## src/rtl/rob_wb_arbiter_if.sv

```systemverilog
// Completion-request and ROB-writeback bundle for the writeback arbiter.
// The functional units plus the ROB sit on the master side; the arbiter
// takes the slave modport.
interface rob_wb_arbiter_if #(
    parameter int NREQ   = 4,
    parameter int TAG_W  = 3,
    parameter int DATA_W = 32,
    parameter int CNT_W  = 16
);
    localparam int PTR_W = $clog2(NREQ);

    logic [NREQ-1:0]        req_valid;
    logic [NREQ*TAG_W-1:0]  req_tag;
    logic [NREQ*DATA_W-1:0] req_data;
    logic [NREQ-1:0]        req_ready;
    logic                   wb0_valid;
    logic [TAG_W-1:0]       wb0_tag;
    logic [DATA_W-1:0]      wb0_data;
    logic                   wb1_valid;
    logic [TAG_W-1:0]       wb1_tag;
    logic [DATA_W-1:0]      wb1_data;
    logic [PTR_W-1:0]       rr_ptr;
    logic [CNT_W-1:0]       stall_cnt;

    modport master (
        output req_valid, req_tag, req_data,
        input  req_ready,
        input  wb0_valid, wb0_tag, wb0_data,
        input  wb1_valid, wb1_tag, wb1_data,
        input  rr_ptr, stall_cnt
    );

    modport slave (
        input  req_valid, req_tag, req_data,
        output req_ready,
        output wb0_valid, wb0_tag, wb0_data,
        output wb1_valid, wb1_tag, wb1_data,
        output rr_ptr, stall_cnt
    );
endinterface

```

## src/rtl/rob_wb_arbiter.sv

```systemverilog
// Round-robin arbiter sharing the two ROB writeback ports among NREQ
// functional-unit completion requesters. Up to two grants per cycle are
// made combinationally and registered onto wb0/wb1 one cycle later.
module rob_wb_arbiter #(
    parameter int NREQ   = 4,
    parameter int TAG_W  = 3,
    parameter int DATA_W = 32,
    parameter int CNT_W  = 16
) (
    input  logic                 clk,
    input  logic                 rst,
    rob_wb_arbiter_if.slave      bus
);
    localparam int                 PTR_W  = $clog2(NREQ);
    localparam logic [PTR_W-1:0]   LAST   = PTR_W'(NREQ - 1);
    localparam logic [PTR_W:0]     NREQ_V = (PTR_W + 1)'(NREQ);

    // Pointer after index p, wrapping explicitly so non-power-of-2 NREQ works.
    function automatic logic [PTR_W-1:0] f_next_ptr(input logic [PTR_W-1:0] p);
        return (p == LAST) ? '0 : p + PTR_W'(1);
    endfunction

    // Reduce rr_ptr + offset (always < 2*NREQ) back into 0..NREQ-1.
    function automatic logic [PTR_W-1:0] f_wrap(input logic [PTR_W:0] s);
        return (s >= NREQ_V) ? PTR_W'(s - NREQ_V) : s[PTR_W-1:0];
    endfunction

    // Counter increment that sticks at all-ones instead of wrapping.
    function automatic logic [CNT_W-1:0] f_sat_inc(input logic [CNT_W-1:0] c);
        return (&c) ? c : c + CNT_W'(1);
    endfunction

    logic [TAG_W-1:0]  w_tag_a  [NREQ];
    logic [DATA_W-1:0] w_data_a [NREQ];
    logic              w_g0;
    logic              w_g1;
    logic [PTR_W-1:0]  w_s0;
    logic [PTR_W-1:0]  w_s1;
    logic [PTR_W-1:0]  w_idx;
    logic [NREQ-1:0]   w_ready;
    logic              w_stall;

    logic              r_wb0_valid;
    logic [TAG_W-1:0]  r_wb0_tag;
    logic [DATA_W-1:0] r_wb0_data;
    logic              r_wb1_valid;
    logic [TAG_W-1:0]  r_wb1_tag;
    logic [DATA_W-1:0] r_wb1_data;
    logic [PTR_W-1:0]  r_rr_ptr;
    logic [CNT_W-1:0]  r_stall_cnt;

    for (genvar gi = 0; gi < NREQ; gi++) begin : g_unpack
        assign w_tag_a[gi]  = bus.req_tag[gi*TAG_W +: TAG_W];
        assign w_data_a[gi] = bus.req_data[gi*DATA_W +: DATA_W];
    end

    // Scan from rr_ptr upward: first valid requester -> slot 0, second -> slot 1.
    always_comb begin
        w_g0  = 1'b0;
        w_g1  = 1'b0;
        w_s0  = '0;
        w_s1  = '0;
        w_idx = '0;
        for (int k = 0; k < NREQ; k++) begin
            w_idx = f_wrap({1'b0, r_rr_ptr} + (PTR_W + 1)'(k));
            if (bus.req_valid[w_idx]) begin
                if (!w_g0) begin
                    w_g0 = 1'b1;
                    w_s0 = w_idx;
                end else if (!w_g1) begin
                    w_g1 = 1'b1;
                    w_s1 = w_idx;
                end
            end
        end
    end

    // Ready goes only to the granted requesters and is suppressed during reset.
    always_comb begin
        w_ready = '0;
        if (!rst) begin
            if (w_g0) w_ready[w_s0] = 1'b1;
            if (w_g1) w_ready[w_s1] = 1'b1;
        end
    end

    assign w_stall = ($countones(bus.req_valid) > 2);

    // Register granted slots onto the writeback ports and advance fairness state.
    always_ff @(posedge clk) begin
        if (rst) begin
            r_wb0_valid <= 1'b0;
            r_wb0_tag   <= '0;
            r_wb0_data  <= '0;
            r_wb1_valid <= 1'b0;
            r_wb1_tag   <= '0;
            r_wb1_data  <= '0;
            r_rr_ptr    <= '0;
            r_stall_cnt <= '0;
        end else begin
            r_wb0_valid <= w_g0;
            r_wb1_valid <= w_g1;
            if (w_g0) begin
                r_wb0_tag  <= w_tag_a[w_s0];
                r_wb0_data <= w_data_a[w_s0];
            end
            if (w_g1) begin
                r_wb1_tag  <= w_tag_a[w_s1];
                r_wb1_data <= w_data_a[w_s1];
            end
            // Priority moves just past the last requester served this cycle.
            if (w_g1) begin
                r_rr_ptr <= f_next_ptr(w_s1);
            end else if (w_g0) begin
                r_rr_ptr <= f_next_ptr(w_s0);
            end
            if (w_stall) begin
                r_stall_cnt <= f_sat_inc(r_stall_cnt);
            end
        end
    end

    assign bus.req_ready = w_ready;
    assign bus.wb0_valid = r_wb0_valid;
    assign bus.wb0_tag   = r_wb0_tag;
    assign bus.wb0_data  = r_wb0_data;
    assign bus.wb1_valid = r_wb1_valid;
    assign bus.wb1_tag   = r_wb1_tag;
    assign bus.wb1_data  = r_wb1_data;
    assign bus.rr_ptr    = r_rr_ptr;
    assign bus.stall_cnt = r_stall_cnt;
endmodule

```

## src/flat_wrapper.sv

```systemverilog
// flat-port wrapper written by rule: the top's interface ports become plain ports
module rob_wb_arbiter_flat 
#(
    parameter int NREQ   = 4,
    parameter int TAG_W  = 3,
    parameter int DATA_W = 32,
    parameter int CNT_W  = 16
)
  (clk, rst, bus_req_valid, bus_req_tag, bus_req_data, bus_req_ready, bus_wb0_valid, bus_wb0_tag, bus_wb0_data, bus_wb1_valid, bus_wb1_tag, bus_wb1_data, bus_rr_ptr, bus_stall_cnt);
  rob_wb_arbiter_if #(.NREQ(NREQ), .TAG_W(TAG_W), .DATA_W(DATA_W), .CNT_W(CNT_W)) bus_i ();
  input  logic clk;
  input  logic rst;
  input wire logic [$bits(bus_i.req_valid)-1:0] bus_req_valid;
  input wire logic [$bits(bus_i.req_tag)-1:0] bus_req_tag;
  input wire logic [$bits(bus_i.req_data)-1:0] bus_req_data;
  output wire logic [$bits(bus_i.req_ready)-1:0] bus_req_ready;
  output wire logic [$bits(bus_i.wb0_valid)-1:0] bus_wb0_valid;
  output wire logic [$bits(bus_i.wb0_tag)-1:0] bus_wb0_tag;
  output wire logic [$bits(bus_i.wb0_data)-1:0] bus_wb0_data;
  output wire logic [$bits(bus_i.wb1_valid)-1:0] bus_wb1_valid;
  output wire logic [$bits(bus_i.wb1_tag)-1:0] bus_wb1_tag;
  output wire logic [$bits(bus_i.wb1_data)-1:0] bus_wb1_data;
  output wire logic [$bits(bus_i.rr_ptr)-1:0] bus_rr_ptr;
  output wire logic [$bits(bus_i.stall_cnt)-1:0] bus_stall_cnt;
  assign bus_i.req_valid = bus_req_valid;
  assign bus_i.req_tag = bus_req_tag;
  assign bus_i.req_data = bus_req_data;
  assign bus_req_ready = bus_i.req_ready;
  assign bus_wb0_valid = bus_i.wb0_valid;
  assign bus_wb0_tag = bus_i.wb0_tag;
  assign bus_wb0_data = bus_i.wb0_data;
  assign bus_wb1_valid = bus_i.wb1_valid;
  assign bus_wb1_tag = bus_i.wb1_tag;
  assign bus_wb1_data = bus_i.wb1_data;
  assign bus_rr_ptr = bus_i.rr_ptr;
  assign bus_stall_cnt = bus_i.stall_cnt;
  rob_wb_arbiter #(.NREQ(NREQ), .TAG_W(TAG_W), .DATA_W(DATA_W), .CNT_W(CNT_W)) u_core (.clk(clk), .rst(rst), .bus(bus_i));
endmodule
```

## config.mk

```make
export PLATFORM = sky130hd
export DESIGN_NAME = rob_wb_arbiter_flat
export DESIGN_NICKNAME = d
export VERILOG_FILES = /design/src/rtl/rob_wb_arbiter_if.sv /design/src/rtl/rob_wb_arbiter.sv /design/src/flat_wrapper.sv
export SDC_FILE = /design/constraint.sdc
export NUM_CORES = 1
export LEC_CHECK = 0
export BUFFER_PORTS_ARGS = -buffer_cell sky130_fd_sc_hd__buf_2
export CAP_MARGIN = 20
export CORE_MARGIN = 2
export CORE_UTILIZATION = 45
export DETAILED_ROUTE_END_ITERATION = 10
export PLACE_DENSITY_LB_ADDON = 0.05
export SETUP_SLACK_MARGIN = 0.2
export SKIP_LAST_GASP = 1
export SYNTH_ARGS = -nofsm -noshare
export SYNTH_HDL_FRONTEND = slang
export SYNTH_SLANG_ARGS = --single-unit
export TNS_END_PERCENT = 30
```

## constraint.sdc

```tcl
create_clock -name clk -period 5.02 [get_ports clk]
set_clock_uncertainty 0.1 [all_clocks]
set_input_delay 1.004 -clock clk [delete_from_list [all_inputs] [get_ports clk]]
set_output_delay 1.004 -clock clk [all_outputs]
set_load 0.005 [all_outputs]
```

=== After elaboration in Yosys (flattened, before gate mapping) ===
Cells that the tools add are included.

* Bits of input ports: 146
* Output and inout port bits: 94
* Word-level logic and storage cells: 108
* Register bits: 90

* $lt $le $gt $ge: 15
* Equal/unequal tests: 2
* $add $sub $neg: 13
* Bitwise gates (word level): 4
* Reduce and logical (&&, ||, !) cells: 5
* Mux-type cells: 61

{| class="wikitable"
|+ Operators by type and width
! cell !! count
|-
| 32-bit binary-select mux with 2-bit select || 2
|-
| 32-bit two-way mux || 4
|-
| 2-bit two-way mux || 23
|-
| 32-bit adder || 1
|-
| 32-bit by 3-bit greater-than comparator with 1-bit output (second input constant) || 1
|-
| 2-bit by 3-bit less-than comparator with 1-bit output (second input constant) || 6
|-
| 16-bit by 1-bit adder with 16-bit output (second input constant) || 1
|-
| 1-bit two-way mux || 16
|-
| 4-bit two-way mux || 4
|-
| 16-bit AND reduction || 1
|-
| 3-bit greater-or-equal comparator (second input constant) || 5
|-
| 3-bit binary-select mux with 2-bit select || 2
|-
| 3-bit two-way mux || 4
|-
| 1-bit binary-select mux with 2-bit select || 4
|-
| 2-bit by 1-bit subtractor with 2-bit output (second input constant) || 4
|-
| 2-bit by 2-bit adder with 3-bit output (second input constant) || 2
|-
| 2-bit NOT with 3-bit output || 2
|-
| 1-bit by 1-bit adder with 2-bit output || 2
|-
| 2-bit by 1-bit adder with 2-bit output (second input constant) || 2
|-
| 1-bit demux with 2-bit select || 2
|-
| 2-bit == test (second input constant) || 2
|-
| 2-bit by 1-bit greater-or-equal comparator with 1-bit output (second input constant) || 2
|-
| 4-bit bitwise OR || 1
|-
| 2-bit by 1-bit adder with 3-bit output (second input constant) || 1
|-
| 5 further kinds || 6
|}

=== Depth between registers and ports, before layout ===
Gate-level depths: netlist of the first run.

* Depth after elaboration: 20
* Gate-level depth with buffers: 15

=== Least setup slack after synthesis of the first run ===
OpenSTA, ideal clock, no wires.

* Path kind: in2out
* From: in bus_req_valid[1]
* To: out bus_req_ready[0]
* Required time: 3.916 ns
* Buffers on the path: 3
* Arrival time: 3.211 ns
* Cell stages on the path: 12
* Slack: 0.705 ns
* Cell sequence: buf_2 mux2i_1 mux2i_1 ha_1 o21ai_0 a2111o_1 buf_2 clkbuf_1 nand2_1 inv_1 ha_1 a22o_1

* Longest elaborated chain between the ends: 18

{| class="wikitable"
|+ RTL lines
! element !! RTL line !! RTL
|-
| start: declaration || flat_wrapper.sv:13 || <nowiki>input wire logic [$bits(bus_i.req_valid)-1:0] bus_req_valid;</nowiki>
|-
| 1-bit binary-select mux with 2-bit select || rob_wb_arbiter.sv:66 || <nowiki>if (bus.req_valid[w_idx]) begin</nowiki>
|-
| 1-bit two-way mux (implied by the code) || rob_wb_arbiter.sv:66 ||
|-
| 2-bit two-way mux / 1-bit two-way mux (equally long branches) || rob_wb_arbiter.sv:66 ||
|-
| 2-bit two-way mux / 1-bit two-way mux (equally long branches) || rob_wb_arbiter.sv:67 || <nowiki>if (!w_g0) begin</nowiki>
|-
| 2-bit two-way mux / 1-bit two-way mux (equally long branches) || rob_wb_arbiter.sv:66 ||
|-
| 2-bit two-way mux (on tied branches) || rob_wb_arbiter.sv:67, rob_wb_arbiter.sv:70 ||
|-
| 2-bit two-way mux (on tied branches) || rob_wb_arbiter.sv:66, rob_wb_arbiter.sv:67 ||
|-
| 2-bit two-way mux (on tied branches) || rob_wb_arbiter.sv:67, rob_wb_arbiter.sv:66 ||
|-
| (+2 left out) || n/a ||
|-
| 1-bit logical AND (implied by the code) / 2-bit two-way mux (equally long branches) || rob_wb_arbiter.sv:82, rob_wb_arbiter.sv:66 ||
|-
| 1-bit two-way mux (implied by the code) (tied with other cells) || rob_wb_arbiter.sv:82 || <nowiki>if (w_g0) w_ready[w_s0] = 1'b1;</nowiki>
|-
| 1-bit demux with 2-bit select / 1-bit logical AND (equally long branches) || n/a ||
|-
| 4-bit two-way mux / 1-bit two-way mux (equally long branches) || rob_wb_arbiter.sv:82, rob_wb_arbiter.sv:83 ||
|-
| 4-bit two-way mux / 1-bit demux with 2-bit select (equally long branches) || n/a ||
|-
| 4-bit bitwise OR (no source line) || n/a ||
|-
| 4-bit two-way mux (*) || rob_wb_arbiter.sv:83 || <nowiki>if (w_g1) w_ready[w_s1] = 1'b1;</nowiki>
|-
| 4-bit two-way mux (*) || rob_wb_arbiter.sv:81 || <nowiki>if (!rst) begin</nowiki>
|-
| end: declaration || flat_wrapper.sv:16 || <nowiki>output wire logic [$bits(bus_i.req_ready)-1:0] bus_req_ready;</nowiki>
|}

Every way passes the cells marked *; elsewhere a longest branch is shown, timed or not. The select of a mux whose other input is x is not followed.

=== Final worst setup path of the first run ===
Ends and elaborated chain as after synthesis.

==> results_dict.tcl, run 1 <==
set metrics [dict create \
    whs_endpoint "u_core.bus.wb1_data[25]" \
    vias 8636 \
    synth_seq_area_share_pct 22.4 \
    die_y_microns 138 \
    wl_per_cell_microns 18.6 \
    r2r-start "u_core.bus.rr_ptr[1]" \
    first_pass_iters 5 \
    cts.sinks 90 \
    via_per_inst 6.03 \
    clock_latency_ps 350 \
    portBuffers 239 \
    rows 48 \
    post-dp-hpwl_mm 17.3 \
    setup_viol 0 \
    syn-cell-area_sq_mm 0.00806 \
    drv_slew 0 \
    pre_cts_ws_ps 603 \
    drive_gt1_share_pct 24.8 \
    arrival_ps 3320 \
    gp_congestion 0.776 \
    fin_util_pct 55.2 \
    setup_tns_ps 0 \
    fill_cells 1719 \
    post_cts.repair.setup_buffers 0 \
    synth.area.top_cells "dfxtp_1 (22%), mux2i_1 (18%), a21oi_1 (6.8%)" \
    critPathMaxFanout 19 \
    synth_ff_type "dfxtp_1" \
    die_area_sq_mm 0.0190 \
    cts_resized 0 \
    die_w_microns 138 \
    postRouteAntennaNets 0 \
    synthArstFlopShare_pct 0 \
    synthDistinctLibCells 58 \
    synth_top_area_cell "dfxtp_1" \
    worst_pin_slew_ps 1010 \
    fin_nets 1360 \
    clockRootBuffer "clkbuf_16" \
    clkTransAtPathRegs_ps 70 \
    yosysTopAreaCellShare_pct 22.4 \
    finalPower_mw 5.41 \
    synth_edf_count 0 \
    path_class "in2out" \
    leakagePower_nw 4.50 \
    hold_ws_ps 363 \
    grt.overflow.total 0 \
    hold_buffers 0 \
    drc 0 \
    wl_mm 26.7 \
    start_kind "input port" \
    grt_max_degree 115 \
    cts_buffer_depth 2 \
    ir_drop_uv 371 \
    cp-end-kind "primary output" \
    htree_levels 3 \
    timing.critical_path.from "bus_req_valid[1]" \
    synthTopCellsByCount "mux2i_1 (147), a21oi_1 (109), dfxtp_1 (90)" \
    antenna_found_initial 6 \
    core_sq_mm 0.0174 \
    synthToLayoutAreaGrowth_pct 19.2 \
    hp-class "reg2reg" \
    hold_depth 1 \
    yosys_warnings 0 \
    worst_r2r_path_depth 10 \
    required_ps 3920 \
    min_from "u_core.bus.wb1_data[25]" \
    grt_pass1_wl_mm 40.6 \
    synthCells 1034 \
    grt_setup_unrepaired "no" \
    drt_iter0_markers 672 \
    max_freq_mhz 226 \
    numCtsBuffers 9 \
    cts_tree "done" \
    status "completed" \
    syn_area_per_cell_sq_um 7.79 \
    r2r-end "u_core.bus.wb0_data[3]" \
    fin_crit_ps 4430 \
    track_usage_pct 26.9 \
    powerDensity_mw_per_mm2 563 \
    ys_ff_latch 90 \
    cap_violations 0 \
    first_global_vias 7581 \
    r2r_setup_slack_ps 1420 \
    ios 240 \
    yosysMostFrequentCell "mux2i_1" \
    initial_utilization_pct 46.3 \
    fin_ws_ps 593 \
    finalCritPeriodShare_pct 88.2 \
    max_slew_margin_pct 32.2 \
    finalHoldViolCount 0 \
    synth_fp_nets 1195 \
]
## critical path, stage by stage
cell and delay, ps:
buf_2 280, mux2i_1 150, mux2i_1 340, ha_1 250
o21ai_0 180, a2111o_1 430, nand2_1 120, inv_1 70
ha_1 190, a22o_1 190, buf_2 120
## state kept, by name, indices dropped and copies added, names as in the netlist
signal and cells:
u_core.bus.stall_cnt 16, u_core.bus.wb1_valid 1, u_core.bus.wb0_data 32, u_core.bus.wb0_tag 3, u_core.bus.wb1_data 32, u_core.bus.rr_ptr 2
u_core.bus.wb1_tag 3, u_core.bus.wb0_valid 1
## per-stage QoR
stage	cells	instance area, sq um
after floorplan	1034	8060
after global placement	1412	9270
after CTS	1428	9570
after global routing	1433	9610
final	1433	9610
after detailed placement	1412	9270
## layer usage
layer  vias up  part of all wire [%]  global-route usage (%)
met5         -                 0.030                       0
met4         2                   1.7                    7.71
met3        32                   6.9                    4.89
met2       320                    46                    44.6
met1      4034                    46                    35.8
li1       4248                     -                       -
## worst max-delay path by stage
stage / to
finish: bus_req_ready[0]
global route: bus_req_ready[0]
CTS: bus_req_ready[0]
detailed placement: bus_req_ready[0]
global placement: bus_req_ready[2]
floorplan: bus_req_ready[0]
## cells by family after synthesis
logic type                 after synthesis  synth area share [%]
buffers and inverters                  118                  6.94
and+or+nand+nor                        326                  19.9
xor gates and xnor gates                14                  1.52
muxes                                  150                  18.9
adders and majority gates               17                  2.67
DFF                                     90                  22.4
AOI/OAI and AO/OA                      319                  27.7
## power breakdown
group	internal (mW)	total (mW)	leakage [nW]	switching [mW]
logic	1.45	3.57	3.62	2.13
clock network	0.399	0.704	0.142	0.306
registers	0.969	1.13	0.745	0.163
total	2.81	5.41	4.50	2.60
## cell usage in the layout, fill, tap and decap left out, types with 6 or more instances in the layout
cell type	synthesis	routed
nand2_1	83	82
and3_1	41	41
clkbuf_16	0	9
nand3_1	79	79
dfxtp_1	90	89
a311oi_1	37	37
xor2_1	10	10
a32o_1	35	35
o31ai_1	35	35
a21oi_1	109	109
inv_1	6	6
buf_4	1	23
o21ai_1	32	31
buf_2	23	239
nor2b_1	42	41
o21ai_0	10	10
ha_1	14	14
mux2i_1	147	147
o211ai_1	39	39
nor2_1	59	58
## final cells by class
cell class | count | area (sq um) | area share, %
Clock buffer | 11 | 243 | 2.53
Multi-Input combinational cell | 826 | 5760 | 60.0
Timing Repair Buffer | 264 | 1420 | 14.7
Inverter | 8 | 35.0 | 0.365
Clock inverter | 5 | 55.1 | 0.573
Tap cell | 225 | 282 | 2.93
Antenna cell | 4 | 10.0 | 0.104
Sequential cell | 90 | 1810 | 18.8
No activity file was read; power rests on OpenSTA's default activity.
==> inputs of run 2 (changes only) <==
==> constraint.sdc (replaced) <==
create_clock -name clk -period 4.9 [get_ports clk]
set_clock_uncertainty 0.1 [all_clocks]
set_input_delay 0.98 -clock clk [delete_from_list [all_inputs] [get_ports clk]]
set_output_delay 0.98 -clock clk [all_outputs]
set_load 0.005 [all_outputs]
==> results_dict.tcl, run 2 (synthesis gave the netlist of run 1 again) <==
set metrics [dict create \
    status "completed" \
    max_slew_margin_pct 40.0 \
    clkTransAtPathRegs_ps 70 \
    cts_buffer_depth 2 \
    clockRootBuffer "clkbuf_16" \
    cts_tree "done" \
    wl_mm 27.1 \
    path_class "in2out" \
    first_global_vias 7688 \
    initial_utilization_pct 46.3 \
    vias 8728 \
    r2r_setup_slack_ps 1300 \
    drt_iter0_markers 703 \
    ios 240 \
    numCtsBuffers 9 \
    slowest_delay_ps 440 \
    cap_violations 0 \
    post-dp-hpwl_mm 17.2 \
    ir_drop_uv 396 \
    finalCritPeriodShare_pct 89.9 \
    die_area_sq_mm 0.0190 \
    drv_slew 0 \
    slowest_stage "a2111o_1" \
    cp-end-kind "primary output" \
    fin_util_pct 55.3 \
    grt.overflow.total 0 \
    leakagePower_nw 4.52 \
    setup_tns_ps 0 \
    antenna_found_initial 7 \
    cts_resized 0 \
    fin_nets 1361 \
    postRouteAntennaNets 0 \
    arrival_ps 3320 \
    synthToLayoutAreaGrowth_pct 19.6 \
    die_w_microns 138 \
    required_ps 3820 \
    core_sq_mm 0.0174 \
    final_cell_mix "buf_2 (239), mux2i_1 (147), a21oi_1 (109), dfxtp_1 (89), nand2_1 (82)" \
    die_y_microns 138 \
    max_freq_mhz 227 \
    critPathMaxFanout 21 \
    worst_pin_slew_ps 896 \
    drc 0 \
    grt_setup_unrepaired "no" \
    portBuffers 239 \
    drive_gt1_share_pct 24.8 \
    clock_latency_ps 350 \
    via_per_inst 6.09 \
    powerDensity_mw_per_mm2 584 \
    post_cts.repair.setup_buffers 0 \
    fin_crit_ps 4400 \
    gp_congestion 0.755 \
    grt_max_degree 114 \
    hold_buffers 0 \
    path_cells "buf_2 > mux2i_1 > mux2i_1 > ha_1 > o21ai_0 > a2111o_1 > nand2_1 > inv_1 > ha_1 > a22o_1 > buf_2" \
    grt_pass1_wl_mm 41.2 \
    finalHoldViolCount 0 \
    wl_per_cell_microns 18.9 \
    rows 48 \
    track_usage_pct 27.4 \
    start_kind "input port" \
    hp-class "reg2reg" \
    cts.sinks 90 \
    htree_levels 3 \
    setup_viol 0 \
    final_common_cell "buf_2" \
    first_pass_iters 6 \
]
==> run 2: metrics by stage <==
step | hold WS (ps) | area, sq um | instances | setup slack (ps) | total power [mW]
6_report | 364 | 9630 | 1434 | 496 | 5.63
5_1_grt | 378 | 9630 | 1433 | 286 | 6.03
4_1_cts | 365 | 9600 | 1429 | 484 | 5.62
3_5_place_dp | 349 | 9270 | 1413 | 482 | 4.81
3_3_place_gp | 344 | 9270 | 1413 | 550 | 4.78
2_1_floorplan | 366 | 8060 | 1034 | 633 | 3.91
==> run 2: worst max-delay path, delay by kind of cell <==
kind                       cells  cell delay [ps]
and+or+nand+nor                1              120
muxes                          2              490
AOI/OAI and AO/OA              3              810
buffers and inverters          3              480
adders and majority gates      2              450
==> run 2: layout make-up <==
type / count / area [sq um]
inverters: 8 / 35.0
diodes: 4 / 10.0
clock buffers: 12 / 258
multi-input cells: 826 / 5760
clock inverters: 4 / 72.6
well taps: 225 / 282
repair buffers: 265 / 1410
flip-flops and latches: 90 / 1810
fillers: 1719 / 7780
==> run 2: metal layers <==
layer | wire length (microns) | track usage, %
met3 | 2060 | 4.16
met2 | 12600 | 44.2
met4 | 394 | 8.73
met1 | 12100 | 37.5
met5 | 38 | 0
==> run 2: path summary, 6_finish.rpt <==
kind                      startpoint                 endpoint  depth (start not counted)
min          u_core.bus.wb1_data[15]  u_core.bus.wb1_data[15]                          1
max reg2reg     u_core.bus.rr_ptr[1]  u_core.bus.wb0_data[24]                         10
max                 bus_req_valid[2]         bus_req_ready[0]                         11
min reg2reg  u_core.bus.wb1_data[15]  u_core.bus.wb1_data[15]                          1
==> run 2: report_power, final <==
group          switching (mW)  internal (mW)  leakage, nW
clock network           0.317          0.478        0.158
registers               0.170          0.992        0.745
logic                    2.19           1.48         3.62
total                    2.68           2.95         4.52
